===== src/rtl/wb_pwm_bank_if.sv =====
// rtl/wb_pwm_bank_if.sv - Wishbone slave bus bundle for the PWM bank
interface wb_pwm_bank_if;
  logic [31:0] wb_adr_i;
  logic [31:0] wb_dat_i;
  logic [31:0] wb_dat_o;
  logic [3:0]  wb_sel_i;
  logic        wb_cyc_i;
  logic        wb_stb_i;
  logic        wb_we_i;
  logic        wb_ack_o;

  modport master (
    output wb_adr_i, wb_dat_i, wb_sel_i, wb_cyc_i, wb_stb_i, wb_we_i,
    input  wb_dat_o, wb_ack_o
  );

  modport slave (
    input  wb_adr_i, wb_dat_i, wb_sel_i, wb_cyc_i, wb_stb_i, wb_we_i,
    output wb_dat_o, wb_ack_o
  );
endinterface


===== src/rtl/wb_pwm_bank.sv =====
// rtl/wb_pwm_bank.sv - Wishbone slave with a bank of double-buffered PWM outputs
module wb_pwm_bank #(
  parameter int CHANNELS = 8,
  parameter int PWM_BITS = 8,
  parameter int PRE_BITS = 16
) (
  input  logic                clk,
  input  logic                reset,
  wb_pwm_bank_if.slave        wb,
  output logic [CHANNELS-1:0] pwm_o,
  output logic                frame_o,
  output logic                irq_o
);

  logic                ack_q, ack_d;
  logic [31:0]         dat_q, dat_d;
  logic                en_q, en_d, inv_q, inv_d, pend_q, pend_d, irqen_q, irqen_d;
  logic [PRE_BITS-1:0] pre_q, pre_d, pre_cnt_q, pre_cnt_d;
  logic [PWM_BITS-1:0] pwm_cnt_q, pwm_cnt_d;
  logic                irq_flag_q, irq_flag_d;
  logic [7:0]          frame_cnt_q, frame_cnt_d;
  logic [PWM_BITS-1:0] shadow_q [CHANNELS];
  logic [PWM_BITS-1:0] shadow_d [CHANNELS];
  logic [PWM_BITS-1:0] active_q [CHANNELS];
  logic [PWM_BITS-1:0] active_d [CHANNELS];
  logic [CHANNELS-1:0] pwm_q, pwm_d;
  logic                sw_q, sw_d, frame_q, frame_d;

  logic        accept, wr, tick, wrap, swap;
  logic [5:0]  idx;
  logic [31:0] rdata;

  function automatic logic [31:0] merge(input logic [31:0] old, input logic [31:0] wd,
                                        input logic [3:0] sel);
    logic [31:0] r;
    r = old;
    for (int b = 0; b < 4; b++) begin
      if (sel[b]) r[b*8 +: 8] = wd[b*8 +: 8];
    end
    return r;
  endfunction

  assign idx    = wb.wb_adr_i[7:2];
  assign accept = wb.wb_cyc_i & wb.wb_stb_i & ~ack_q;
  assign wr     = accept & wb.wb_we_i;
  assign tick   = en_q && (pre_cnt_q == pre_q);
  assign wrap   = tick && (pwm_cnt_q == '1);
  assign swap   = wrap && pend_q;

  always_comb begin
    rdata = '0;
    case (idx)
      6'h00:   rdata[3:0] = {irqen_q, pend_q, inv_q, en_q};
      6'h01:   rdata = 32'(pre_q);
      6'h02:   rdata = {16'h0000, frame_cnt_q, 7'b0000000, irq_flag_q};
      default: begin
        for (int n = 0; n < CHANNELS; n++) begin
          if (idx == 6'(16 + n)) rdata = 32'(shadow_q[n]);
        end
      end
    endcase
  end

  always_comb begin
    ack_d       = accept;
    dat_d       = accept ? rdata : dat_q;
    en_d        = en_q;
    inv_d       = inv_q;
    pend_d      = pend_q;
    irqen_d     = irqen_q;
    pre_d       = pre_q;
    irq_flag_d  = irq_flag_q;
    frame_cnt_d = frame_cnt_q;
    shadow_d    = shadow_q;
    active_d    = active_q;
    pre_cnt_d   = '0;
    pwm_cnt_d   = '0;

    if (en_q) begin
      pre_cnt_d = tick ? '0 : pre_cnt_q + PRE_BITS'(1);
      pwm_cnt_d = tick ? pwm_cnt_q + PWM_BITS'(1) : pwm_cnt_q;
    end

    if (swap) begin
      active_d    = shadow_q;
      pend_d      = 1'b0;
      frame_cnt_d = frame_cnt_q + 8'd1;
    end

    // Bus writes follow the swap so a same-cycle SWAP request survives.
    if (wr) begin
      case (idx)
        6'h00: begin
          if (wb.wb_sel_i[0]) begin
            en_d    = wb.wb_dat_i[0];
            inv_d   = wb.wb_dat_i[1];
            irqen_d = wb.wb_dat_i[3];
            if (wb.wb_dat_i[2]) pend_d = 1'b1;
          end
        end
        6'h01: begin
          pre_d     = PRE_BITS'(merge(32'(pre_q), wb.wb_dat_i, wb.wb_sel_i));
          pre_cnt_d = '0;
        end
        6'h02: begin
          if (wb.wb_sel_i[0] && wb.wb_dat_i[0]) irq_flag_d = 1'b0;
        end
        default: begin
          for (int n = 0; n < CHANNELS; n++) begin
            if (idx == 6'(16 + n))
              shadow_d[n] = PWM_BITS'(merge(32'(shadow_q[n]), wb.wb_dat_i, wb.wb_sel_i));
          end
        end
      endcase
    end

    if (swap) irq_flag_d = 1'b1;

    for (int n = 0; n < CHANNELS; n++) begin
      pwm_d[n] = en_q ? ((pwm_cnt_q < active_q[n]) ^ inv_q) : inv_q;
    end
    // Delay the frame pulse so it lines up with the first cycle of new duties on pwm_o.
    sw_d    = swap;
    frame_d = sw_q;
  end

  always_ff @(posedge clk) begin
    if (reset) begin
      ack_q       <= 1'b0;
      dat_q       <= '0;
      en_q        <= 1'b0;
      inv_q       <= 1'b0;
      pend_q      <= 1'b0;
      irqen_q     <= 1'b0;
      pre_q       <= '0;
      pre_cnt_q   <= '0;
      pwm_cnt_q   <= '0;
      irq_flag_q  <= 1'b0;
      frame_cnt_q <= '0;
      shadow_q    <= '{default: '0};
      active_q    <= '{default: '0};
      pwm_q       <= '0;
      sw_q        <= 1'b0;
      frame_q     <= 1'b0;
    end else begin
      ack_q       <= ack_d;
      dat_q       <= dat_d;
      en_q        <= en_d;
      inv_q       <= inv_d;
      pend_q      <= pend_d;
      irqen_q     <= irqen_d;
      pre_q       <= pre_d;
      pre_cnt_q   <= pre_cnt_d;
      pwm_cnt_q   <= pwm_cnt_d;
      irq_flag_q  <= irq_flag_d;
      frame_cnt_q <= frame_cnt_d;
      shadow_q    <= shadow_d;
      active_q    <= active_d;
      pwm_q       <= pwm_d;
      sw_q        <= sw_d;
      frame_q     <= frame_d;
    end
  end

  assign wb.wb_ack_o = ack_q;
  assign wb.wb_dat_o = dat_q;
  assign pwm_o       = pwm_q;
  assign frame_o     = frame_q;
  assign irq_o       = irq_flag_q & irqen_q;

endmodule

===== src/flat_wrapper.sv =====
// flat-port wrapper written by rule: the top's interface ports become plain ports
module wb_pwm_bank_flat 
#(
  parameter int CHANNELS = 8,
  parameter int PWM_BITS = 8,
  parameter int PRE_BITS = 16
)
  (clk, reset, pwm_o, frame_o, irq_o, wb_wb_adr_i, wb_wb_dat_i, wb_wb_sel_i, wb_wb_cyc_i, wb_wb_stb_i, wb_wb_we_i, wb_wb_dat_o, wb_wb_ack_o);
  wb_pwm_bank_if wb_i ();
  input  logic clk;
  input  logic reset;
  output logic [CHANNELS-1:0] pwm_o;
  output logic frame_o;
  output logic irq_o;
  input wire logic [$bits(wb_i.wb_adr_i)-1:0] wb_wb_adr_i;
  input wire logic [$bits(wb_i.wb_dat_i)-1:0] wb_wb_dat_i;
  input wire logic [$bits(wb_i.wb_sel_i)-1:0] wb_wb_sel_i;
  input wire logic [$bits(wb_i.wb_cyc_i)-1:0] wb_wb_cyc_i;
  input wire logic [$bits(wb_i.wb_stb_i)-1:0] wb_wb_stb_i;
  input wire logic [$bits(wb_i.wb_we_i)-1:0] wb_wb_we_i;
  output wire logic [$bits(wb_i.wb_dat_o)-1:0] wb_wb_dat_o;
  output wire logic [$bits(wb_i.wb_ack_o)-1:0] wb_wb_ack_o;
  assign wb_i.wb_adr_i = wb_wb_adr_i;
  assign wb_i.wb_dat_i = wb_wb_dat_i;
  assign wb_i.wb_sel_i = wb_wb_sel_i;
  assign wb_i.wb_cyc_i = wb_wb_cyc_i;
  assign wb_i.wb_stb_i = wb_wb_stb_i;
  assign wb_i.wb_we_i = wb_wb_we_i;
  assign wb_wb_dat_o = wb_i.wb_dat_o;
  assign wb_wb_ack_o = wb_i.wb_ack_o;
  wb_pwm_bank #(.CHANNELS(CHANNELS), .PWM_BITS(PWM_BITS), .PRE_BITS(PRE_BITS)) u_core (.clk(clk), .reset(reset), .wb(wb_i), .pwm_o(pwm_o), .frame_o(frame_o), .irq_o(irq_o));
endmodule

===== config.mk =====
export PLATFORM = sky130hd
export DESIGN_NAME = wb_pwm_bank_flat
export DESIGN_NICKNAME = d
export VERILOG_FILES = /design/src/rtl/wb_pwm_bank_if.sv /design/src/rtl/wb_pwm_bank.sv /design/src/flat_wrapper.sv
export SDC_FILE = /design/constraint.sdc
export NUM_CORES = 1
export LEC_CHECK = 0
export BUFFER_PORTS_ARGS = -buffer_cell sky130_fd_sc_hd__buf_2
export CORE_MARGIN = 4
export CORE_UTILIZATION = 40
export DETAILED_ROUTE_END_ITERATION = 8
export HOLD_SLACK_MARGIN = 0.1
export MAX_ROUTING_LAYER = met4
export PLACE_DENSITY = 0.63
export SETUP_SLACK_MARGIN = 0.5
export SYNTH_ARGS = -nofsm -noshare
export SYNTH_HDL_FRONTEND = slang
export SYNTH_SLANG_ARGS = --single-unit

===== constraint.sdc =====
create_clock -name clk -period 2.4 [get_ports clk]
set_input_delay 0.12 -clock clk [delete_from_list [all_inputs] [get_ports clk]]
set_output_delay 0.12 -clock clk [all_outputs]
set_load 0.005 [all_outputs]

==> flow_summary.yaml <==
outcome:
  outcome: "finished clean"
worst_setup_path:
  cp-start-kind: "flip-flop"
  critPathKind: "reg2reg"
  reg2reg_depth: 7
  endpoint_kind: "flip-flop"
  critPathMostFrequentCell: "and3_4"
  critical_path_required_ns: 2.83
  cp_data_arrival_time_ns: 2.44
  cp_slowest_cell: "dfxtp_4"
  path_max_fanout: 12
  cp_cell_sequence: "xor2_2, nor4_4, and3_4, and3_4, clkbuf_16, nand2_1, a21oi_1"
  slowest_delay_ns: 0.35
global_route:
  antenna_found_initial: 0
  grt_pass1_vias: 7968
  grt_overflow: 0
  grt_pass1_wl_mm: 44.31
  grtUsageTotal_pct: 20.04
  grt_max_degree: 98
clocking:
  cts_root_buf: "clkbuf_16"
  clockBufferDepth: 3
  htreeDepth: 1
  clkTransAtPathRegs_ns: 0.06
  clk-insertion-delay-late_ns: 0.51
  cts_made_buffers: 24
  numClockSinks: 208
  cts_tree: "built"
timing:
  layout_min_cycle_time_ns: 2.009
  fmax_ghz: 0.4978
  setup-violations-final: 0
  worst_pin_slew_ns: 0.6890
  final.setup_skew_ns: 0.009092
  rsz0062_at_grt: "true"
  final_max_slew_viol_count: 0
  fin_setup_tns_ns: 0
  timing.slew.headroom_pct: 53.42
  hold_violations: 0
  period_share_pct: 83.70
route:
  drt_iter0_markers: 691
  drtAntennaViolNets: 0
  avgViaCountPerCell: 5.259
  first_pass_iters: 6
  drc_errors: 0
  vias: 8540
  wl_mm: 28.58
  routedWlPerCell_microns: 17.60
layout:
  diodes: 0
  finalNetCount: 1415
  synthToLayoutAreaGrowth_pct: 20.66
  multi_input_area_sq_um: 5555
  drive_above_1_share_pct: 17.23
  ff_latch_area_sq_um: 4184
  nFillCells: 2338
synthesis:
  yosysUniqueCellTypes: 51
  syn_area_sq_um: 10060
  synthArstFlopShare_pct: 0
  ys_warn_count: 0
  yosys-top-cells-count: "dfxtp_1, nand2_1, nor2_1, a21oi_1, mux2i_1"
  synth_top_cells_by_area: "dfxtp_1, nand2_1, mux2i_1, ha_1, a21oi_1"
  yosys.cell_count.top_type: "dfxtp_1"
  synth_top_area_cell: "dfxtp_1"
  ys_seq_elements: 208
  synth_top_area_share_pct: 41.39
  synth-edff-count: 0
  avgSynthCellArea_sq_um: 8.362
  yosysSeqAreaShare_pct: 41.39
  synthFlopType: "dfxtp_1"
  synth_cells: 1203
placed_design:
  globalplace.congestion: 0.8672
  numPortBuffers: 55
  dp_hpwl_mm: 19.11
min_path:
  min_path_cells: 4
  hold_class: "in2reg"
floorplanning:
  dieHeight_microns: 166.6
  die-area_sq_um: 27750
  die_width_microns: 166.6
  start_util_pct: 41.00
  rows: 57
  io_pins: 116
  core_area_sq_um: 24530
power_and_ir_drop:
  peakVddDrop_mv: 0.4449
  finalPower_uw: 7320
  power.density_nw_per_um2: 603.0
  p_leak_uw: 0.004821
job:
  maxCapViolations: 0
-- final cells by class --
type	count	area share, %
Sequential cell	208	34.47
Inverter	68	2.103
Timing Repair Buffer	124	7.999
Multi-Input combinational cell	857	45.77
Clock buffer	35	5.958
Clock inverter	8	0.3608
Tap cell	324	3.340
-- critical path, delay by kind of cell (launching register included) --
kind            cells  cell delay [ns]
simple gates        4             1.01
flops               1             0.35
buf+inv             1             0.23
xor+xnor            1             0.18
compound gates      1             0.15
-- metrics by stage --
stage	worst slack, ns	instances	util (%)	area (sq um)	hold WS [ns]
2_1_floorplan	0.5254	1218	-	10120	0.2639
3_3_place_gp	0.2838	1550	43.70	10720	0.3607
3_5_place_dp	0.2603	1550	43.70	10720	0.3665
4_1_cts	0.4171	1615	47.93	11760	0.1494
5_1_grt	0.3028	1624	49.47	12140	0.2076
6_report	0.3913	1624	49.47	12140	0.1663
-- worst paths after layout --
| path | start | to | slack (ns) |
|---|---|---|---|
| worst max-delay path | u_core.pre_q[8]$_SDFFE_PP0P_ | u_core.active_q[9]$_SDFFE_PP0P_ | 0.39 |
| worst min-delay path | wb_wb_sel_i[1] | u_core.pre_q[11]$_SDFFE_PP0P_ | 0.17 |
| worst max register to register | u_core.pre_q[8]$_SDFFE_PP0P_ | u_core.active_q[9]$_SDFFE_PP0P_ | 0.39 |
| worst min register to register | u_core.frame_d$_SDFF_PP0_ | u_core.frame_o$_SDFF_PP0_ | 0.44 |
-- layout by cell type, fill, tap and decap left out, drive strengths merged, types with 8 or more instances in the layout --
cell and n:
mux2i 74, dfxtp 208, a221oi 12, nor2 129, o21ai 48, dlygate4sd3 18, nor3 17, clkbuf 39
a21oi 114, buf 102, a31oi 10, o21a 8, nand2 207, conb 16, xnor2 16, and3 10
nand3 12, nand2b 20, nand4 11, xor2 25, inv 69, ha 59, a211oi 8, nor2b 10
a2111oi 8
-- power by group --
part / internal, uW / switching [uW] / total, uW
registers: 3470 / 10.5 / 3480
clock network: 2080 / 1450 / 3530
logic: 108 / 205 / 313
-- cells by family (layout without fill, tap and decap cells) --
kind of cell / Yosys count / in the layout / share of synthesized area (%)
and+or+nand+nor: 435 / 435 / 19.09
DFF: 208 / 208 / 41.39
adders and majority gates: 59 / 59 / 7.338
buffers and inverters: 153 / 235 / 6.667
muxes: 82 / 82 / 9.042
xor gates and xnor gates: 41 / 41 / 3.570
AOI/OAI and AO/OA: 224 / 224 / 12.86
other: 1 / 16 / 0.03728
-- per-layer routing --
layer,GRT usage [%],vias up,part of all wire (%)
met2,30.43,236,45
met4,5.229,0,2.4
met5,-,-,0
met1,28.61,4057,47
li1,-,4201,-
met3,2.204,46,5.6
-- repair_timing --
action,in CTS,in global routing
gates resized for setup,19,67
pin swaps,6,25
setup buffers,3,5
hold buffers,19,0
endpoints found under the setup margin,114,108
endpoints found under the hold margin,106,0
cloned,0,4
-- flip-flops by register name, summed over array words and instances, names as in the netlist --
signal              flops
u_core.pend_q           1
u_core.wb.wb_dat_o     16
u_core.pre_cnt_q       16
u_core.pre_q           16
u_core.wb.wb_ack_o      1
u_core.pwm_o            8
u_core.frame_cnt_q      8
u_core.en_q             1
u_core.inv_q            1
u_core.frame_d          1
u_core.irq_flag_q       1
u_core.irqen_q          1
u_core.active_q        64
u_core.shadow_q        64
u_core.frame_o          1
u_core.pwm_cnt_q        8
Power figures use the tool's default switching activity.
